`config.mk`:
```
export PLATFORM = sky130hd
export DESIGN_NAME = pu_feeder
export DESIGN_NICKNAME = d
export VERILOG_FILES = /design/src/rtl/pu_feeder.sv
export SDC_FILE = /design/constraint.sdc
export NUM_CORES = 1
export LEC_CHECK = 0
export CORE_AREA = 5 5 233 235
export DETAILED_ROUTE_END_ITERATION = 8
export DIE_AREA = 0 0 238 240
export SLEW_MARGIN = 20
export SYNTH_ARGS = -nofsm -noshare
export SYNTH_HDL_FRONTEND = slang
export SYNTH_SLANG_ARGS = --single-unit
export TNS_END_PERCENT = 1
```
`constraint.sdc`:
```
create_clock -name clk -period 19.6 [get_ports clk]
set_input_delay 1.96 -clock clk [delete_from_list [all_inputs] [get_ports clk]]
set_output_delay 1.96 -clock clk [all_outputs]
set_load 0.005 [all_outputs]
```
`src/rtl/pu_feeder.sv`:
```
// Operand sequencer for one 4-input processing unit: streams records from operand memory
// onto the PU operand ports, tracks PU latency and captures each result with its index.
module pu_feeder #(
    parameter int DW     = 32,
    parameter int ADDR_W = 8,
    parameter int CNT_W  = 8,
    parameter int PU_LAT = 2
) (
    input  logic              clk,
    input  logic              rst,
    input  logic              start,
    input  logic [ADDR_W-1:0] base_addr,
    input  logic [CNT_W-1:0]  count,
    output logic              busy,
    output logic              done,
    output logic              rd_en,
    output logic [ADDR_W-1:0] rd_addr,
    input  logic [8*DW-1:0]   rd_data,
    output logic [DW-1:0]     a1,
    output logic [DW-1:0]     a2,
    output logic [DW-1:0]     a3,
    output logic [DW-1:0]     a4,
    output logic [DW-1:0]     w1,
    output logic [DW-1:0]     w2,
    output logic [DW-1:0]     w3,
    output logic [DW-1:0]     w4,
    input  logic [DW-1:0]     pu_out,
    output logic              res_valid,
    output logic [CNT_W-1:0]  res_idx,
    output logic [DW-1:0]     res_data
);

    localparam logic [1:0] S_IDLE  = 2'd0;
    localparam logic [1:0] S_ISSUE = 2'd1;
    localparam logic [1:0] S_DRAIN = 2'd2;

    logic [1:0]              state_r;
    logic [CNT_W-1:0]        cnt_r;
    logic [CNT_W-1:0]        rd_cnt_r;
    logic [CNT_W-1:0]        res_cnt_r;
    logic                    busy_r;
    logic                    done_r;
    logic                    rd_en_r;
    logic [ADDR_W-1:0]       rd_addr_r;
    logic                    rd_vld_r;
    logic [PU_LAT:0]         vld_pipe_r;
    logic [7:0][DW-1:0]      op_r;
    logic                    res_valid_r;
    logic [CNT_W-1:0]        res_idx_r;
    logic [DW-1:0]           res_data_r;

    logic                    start_ok_s;
    logic                    count_zero_s;
    logic                    cap_s;
    logic                    last_cap_s;

    // Start is only honoured once busy has dropped, so a start in the done cycle is ignored.
    always_comb begin
        start_ok_s   = start && (state_r == S_IDLE) && !busy_r;
        count_zero_s = (count == {CNT_W{1'b0}});
        cap_s        = vld_pipe_r[PU_LAT];
        last_cap_s   = cap_s && (res_cnt_r == (cnt_r - CNT_W'(1)));
    end

    // Run FSM and operand-memory read sequencing.
    always_ff @(posedge clk or posedge rst) begin
        if (rst) begin
            state_r   <= S_IDLE;
            cnt_r     <= {CNT_W{1'b0}};
            rd_cnt_r  <= {CNT_W{1'b0}};
            rd_en_r   <= 1'b0;
            rd_addr_r <= {ADDR_W{1'b0}};
        end else begin
            case (state_r)
                S_IDLE: begin
                    if (start_ok_s && !count_zero_s) begin
                        state_r   <= S_ISSUE;
                        cnt_r     <= count;
                        rd_cnt_r  <= CNT_W'(1);
                        rd_en_r   <= 1'b1;
                        rd_addr_r <= base_addr;
                    end
                end
                S_ISSUE: begin
                    if (rd_cnt_r == cnt_r) begin
                        rd_en_r <= 1'b0;
                        state_r <= S_DRAIN;
                    end else begin
                        rd_addr_r <= rd_addr_r + ADDR_W'(1);
                        rd_cnt_r  <= rd_cnt_r + CNT_W'(1);
                    end
                end
                S_DRAIN: begin
                    if (last_cap_s) begin
                        state_r <= S_IDLE;
                    end
                end
                default: begin
                    state_r <= S_IDLE;
                    rd_en_r <= 1'b0;
                end
            endcase
        end
    end

    // Busy spans the first read through the final result; done pulses with the final result.
    always_ff @(posedge clk or posedge rst) begin
        if (rst) begin
            busy_r <= 1'b0;
            done_r <= 1'b0;
        end else begin
            done_r <= (start_ok_s && count_zero_s) || last_cap_s;
            if (start_ok_s && !count_zero_s) begin
                busy_r <= 1'b1;
            end else if (done_r) begin
                busy_r <= 1'b0;
            end
        end
    end

    // Operand registers and the valid bit that follows each record through the PU.
    always_ff @(posedge clk or posedge rst) begin
        if (rst) begin
            rd_vld_r   <= 1'b0;
            vld_pipe_r <= {(PU_LAT+1){1'b0}};
            op_r       <= {(8*DW){1'b0}};
        end else begin
            rd_vld_r   <= rd_en_r;
            vld_pipe_r <= {vld_pipe_r[PU_LAT-1:0], rd_vld_r};
            if (rd_vld_r) begin
                op_r <= rd_data;
            end
        end
    end

    // Result capture; res_data and res_idx hold their last values between results.
    always_ff @(posedge clk or posedge rst) begin
        if (rst) begin
            res_valid_r <= 1'b0;
            res_idx_r   <= {CNT_W{1'b0}};
            res_data_r  <= {DW{1'b0}};
            res_cnt_r   <= {CNT_W{1'b0}};
        end else begin
            res_valid_r <= cap_s;
            if (start_ok_s) begin
                res_cnt_r <= {CNT_W{1'b0}};
            end else if (cap_s) begin
                res_cnt_r <= res_cnt_r + CNT_W'(1);
            end
            if (cap_s) begin
                res_data_r <= pu_out;
                res_idx_r  <= res_cnt_r;
            end
        end
    end

    assign busy      = busy_r;
    assign done      = done_r;
    assign rd_en     = rd_en_r;
    assign rd_addr   = rd_addr_r;
    assign a1        = op_r[0];
    assign a2        = op_r[1];
    assign a3        = op_r[2];
    assign a4        = op_r[3];
    assign w1        = op_r[4];
    assign w2        = op_r[5];
    assign w3        = op_r[6];
    assign w4        = op_r[7];
    assign res_valid = res_valid_r;
    assign res_idx   = res_idx_r;
    assign res_data  = res_data_r;

endmodule

```
# Word-level counts from Yosys, hierarchy flattened
# Cells that the tools add are included.
# totals
reg_bits	338
output_inout_bits	308
wordCells	68
# op_classes
n_eq_ne	8
muxes	17
addsub	4
n_bitwise	1
reduce_logical	17
# op_table
cell	n
8-bit two-way mux	6
8-bit one-hot mux with 2 select lines	2
8-bit by 1-bit adder with 8-bit output, second input constant	3
8-bit == test	2
3-bit AND reduction	3
8-bit zero test	1
8-bit by 1-bit subtractor with 8-bit output, second input constant	1
2-bit two-way mux	3
2-bit inequality test, second input constant	3
2-bit one-hot mux with 3 select lines	1
2-bit nonzero test	3
1-bit logical AND	5
1-bit two-way mux	4
1-bit one-hot mux with 3 select lines	1
2-bit by 1-bit == test with 1-bit output, second input constant	1
2-bit == test, second input constant	1
1-bit zero test	2
2-bit zero test	1
2-bit by 1-bit inequality test with 1-bit output, second input constant	1
2-bit AND reduction	1
1-bit logical OR	1
1-bit NOT	1

# Depth between registers and ports, before layout
# logic_depth
word_depth	6
mapped_depth	9
mapped_depth_nobuf	7

# Worst setup path before layout
# No wires, ideal clock.
# synth_timing
path_kind	input to register
start	input count[1]
end	register rd_addr_r[2] (netlist: rd_addr[2])
cell_stages	6
arrival_time_ns	3.064
n_path_buf	1
setup_time_ns	0.123
slack_ns	16.414
path_cell_list	nor4_2 > a21boi_2 > buf_4 > nor2_2 > clkinv_2 > o221a_2
# synth_via
elab_chain_cells	5
# synth_lines
element	line	source
from (decl)	13	input logic [CNT_W-1:0] count,
8-bit zero test	60	count_zero_s = (count == {CNT_W{1'b0}});
1-bit zero test	76	if (start_ok_s && !count_zero_s) begin
1-bit logical AND	76	
2-bit by 1-bit inequality test with 1-bit output (no line)	n/a	
3-bit AND reduction (no line)	n/a	
to (signal assigned)	72	rd_addr_r <= {ADDR_W{1'b0}};
to (signal assigned)	81	rd_addr_r <= base_addr;
to (signal assigned)	89	rd_addr_r <= rd_addr_r + ADDR_W'(1);
to (decl)	44	logic [ADDR_W-1:0] rd_addr_r;
# No other way between the ends.
# A chain may end at the register's enable or synchronous reset.

# Worst setup path in the final report
# layout_timing
start	input start
end	register rd_addr_r[2] (netlist: rd_addr[2])
# layout_via
elab_chain_cells	5
# layout_lines
element	line	source
from (decl)	11	input logic start,
1-bit logical AND (2 in a row)	59	start_ok_s = start && (state_r == S_IDLE) && !busy_r;
1-bit logical AND	76	
2-bit by 1-bit inequality test with 1-bit output (no line)	n/a	
3-bit AND reduction (no line)	n/a	
# No other way between the ends.

==> results.cfg <==
[clocking]
cts_tree = built
clkTransAtPathRegs_ns = 0.06
cts_resized = 0
hold_buffers = 0
numClockSinks = 338
clock_latency_ns = 0.56
h-tree-depth = 2
cts_setup_buffers = 0
clk_path_buf_depth = 3
root_buffer = clkbuf_16
numCtsBuffers = 41

[yosys]
synth.mux.area_fraction_pct = 25.5
synthSimpleGateAreaFrac_pct = 4.19
synthArstFlopShare_pct = 100
synth_area_sq_um = 13200
synth-edff-count = 0
synth_top_family_by_area = multiplexers
synth-seq-cells = 338
synth_cell_types = 56
syn_nets = 1180
synthFlopType = dfrtp_1
ys_warn_count = 0
yosys.area.top_type = dfrtp_1
synth-compound-area-share_pct = 2.81
synth-adder-area-share_pct = 0.379
syn_inst = 869
synth_top_area_share_pct = 64.0
synth_area_leaders = dfrtp_1 64%, mux2_2 25%, nand2_1 0.94%
synth-xor-area-share_pct = 1.46
yosysSeqAreaShare_pct = 64.0
avgSynthCellArea_sq_um = 15.2

[global_route]
antenna_found_initial = 1
grt_overflow = 0
grt_first_pass_wirelength_um = 64600
grt_pass1_vias = 10400
grt_usage_pct = 14.5
grt_max_degree = 163

[cells_and_area]
final_cell_mix = 614 x clkdlybuf4s50_1, 336 x dfrtp_1, 296 x mux2_2
final_common_cell = clkdlybuf4s50_1
drive_gt1_share_pct = 25.0
n_fill_cell = 4859
area_delta_synth_final_pct = 62.5
final_nets = 1797

[worst_hold_path]
hold_class = flip-flop to flip-flop
holdPathStages = 0

[timing]
slew_headroom_pct = 34.8
post-route-period-util_pct = 20.3
maxSlewViolCount = 0
setup_ws_ns = 15.63
fin_crit_ns = 3.97
setup_tns_ns = 0
clock.fmax_mhz = 252
setup_viol = 0
worstMarginPinSlew_ns = 0.978
finalHoldViolations = 0
skew_ns = 0.0158
rsz0062_at_grt = false

[floorplanning]
start_util_pct = 25.4
dieArea_sq_um = 57100
core_area_sq_um = 52000
die_w_um = 238
pin_count = 615
rows = 84
die_h_um = 240

[placed_design]
pre_cts_ws_ns = 15.05
routabilityCongestion = 0.798
hpwl_um = 32600
io_buffer_count = 614

[route]
vias = 9549
wl_per_cell_um = 19.9
avgViaCountPerCell = 4.33
routed_wl_um = 43800
drtPass1Iterations = 4
drc = 0
antenna_left = 0
drt_iter0_markers = 352

[power_and_ir_drop]
p_leak_nw = 8.65
vdd_ir_drop_max_mv = 0.0960
powerDensity_nw_per_um2 = 156

[critical_path]
timing.reg2reg.worst_path_depth = 3
worstSetupPathType = input port to flip-flop
arrival_ns = 4.41
crit_path_top_delay_cell = nor4b_4
cp_cell_sequence = clkdlybuf4s50_1 -> nor4b_4 -> nand2_1 -> o221a_2
crit_path_max_incr_delay_ns = 0.78
required_ns = 20.03
cp-end-kind = flip-flop
cp_max_fo = 19
start_kind = input port

[run_status]
status = complete, no violations

[run]
max_cap_violations = 0
## metal layers
layer / vias to the layer above / global-route usage, % / wire length, um
met5: - / 0 / 0
met4: 0 / 3.95 / 904
met3: 61 / 5.87 / 4060
met2: 375 / 25.7 / 22900
met1: 4786 / 16.2 / 15900
li1: 4327 / - / -
## where the power goes
group | switching [mW] | internal, mW
logic | 0.431 | 0.892
clock network | 0.305 | 0.465
registers | 0.216 | 1.04
total | 0.952 | 2.40
## cell type report
cell class,instances,area (sq um),share of cell area [%]
antenna,2,5.00,0.0233
clock buffer,59,1150,5.37
clock inverter,15,214,0.997
inverter,7,35.0,0.163
multi-input combinational,478,4530,21.1
sequential,338,8460,39.4
tap,688,861,4.01
timing repair buffer,620,6200,28.9
## final timing paths
| kind | start | endpoint | slack, ns |
|---|---|---|---|
| worst max-delay path | start | rd_addr[2]$_DFFE_PP0P_ | 15.63 |
| worst min-delay path | vld_pipe_r[1]$_DFF_PP0_ | vld_pipe_r[2]$_DFF_PP0_ | 0.35 |
| worst max register to register | rd_vld_r$_DFF_PP0_ | a1[1]$_DFFE_PP0P_ | 16.45 |
| worst min register to register | vld_pipe_r[1]$_DFF_PP0_ | vld_pipe_r[2]$_DFF_PP0_ | 0.35 |
| max in group asynchronous | rst | res_data[29]$_DFFE_PP0P_ | 16.15 |
| min in group asynchronous | rst | a4[7]$_DFFE_PP0P_ | 1.90 |
## sequential cells by signal, summed over array words and instances, names as in the netlist, 3 cells and up
register	count
w3	32
a4	32
a3	32
w4	32
res_cnt_r	8
res_idx	8
cnt_r	8
w2	32
a1	32
rd_cnt_r	8
rd_addr	8
vld_pipe_r	3
res_data	32
w1	32
a2	32
## synthesized netlist by cell type, types with 2 or more instances
| cell type | count |
|---|---|
| a21oi_1 | 8 |
| o21ai_1 | 3 |
| dfrtp_1 | 338 |
| nand3_1 | 10 |
| nand4_1 | 11 |
| and4_1 | 2 |
| mux2_2 | 296 |
| a211oi_1 | 2 |
| o21ai_0 | 7 |
| xnor2_1 | 13 |
| xor2_1 | 9 |
| clkbuf_1 | 30 |
| nor2_1 | 17 |
| a2111oi_2 | 2 |
| nand2b_1 | 6 |
| nor3_1 | 9 |
| a31oi_1 | 2 |
| ha_1 | 4 |
| or3_1 | 3 |
| nor4_2 | 2 |
| buf_2 | 10 |
| mux2i_1 | 3 |
| o211ai_1 | 3 |
| inv_1 | 6 |
| buf_1 | 4 |
| and3_1 | 5 |
| o221a_2 | 2 |
| nand2_1 | 33 |
| a2bb2oi_1 | 2 |
## through the flow
| step | instance area [sq um] | hold slack (ns) | utilization (%) | power (mW) | std cells |
|---|---|---|---|---|---|
| 2_1_floorplan | 13200 | 0.331 | - | 1.71 | 869 |
| 3_3_place_gp | 20100 | 0.332 | 38.6 | 2.59 | 2131 |
| 3_5_place_dp | 20100 | 0.336 | 38.6 | 2.61 | 2131 |
| 4_1_cts | 21500 | 0.346 | 41.3 | 3.41 | 2205 |
| 5_1_grt | 21500 | 0.351 | 41.3 | 3.55 | 2206 |
| 6_report | 21500 | 0.347 | 41.3 | 3.35 | 2207 |
## kinds of logic after synthesis
family	Yosys count
buffers and inverters	53
AND/OR/NAND/NOR	104
adder cells (fa/ha/maj)	4
AO/OA/AOI/OAI	49
multiplexers	299
flip-flops	338
XOR/XNOR	22
## critical path, delay by kind of cell
family	cells	cell delay [ns]
AND/OR/NAND/NOR	2	1.49
buffers and inverters	1	0.45
AO/OA/AOI/OAI	1	0.50
Note: power is estimated with default switching activity, not from simulation.
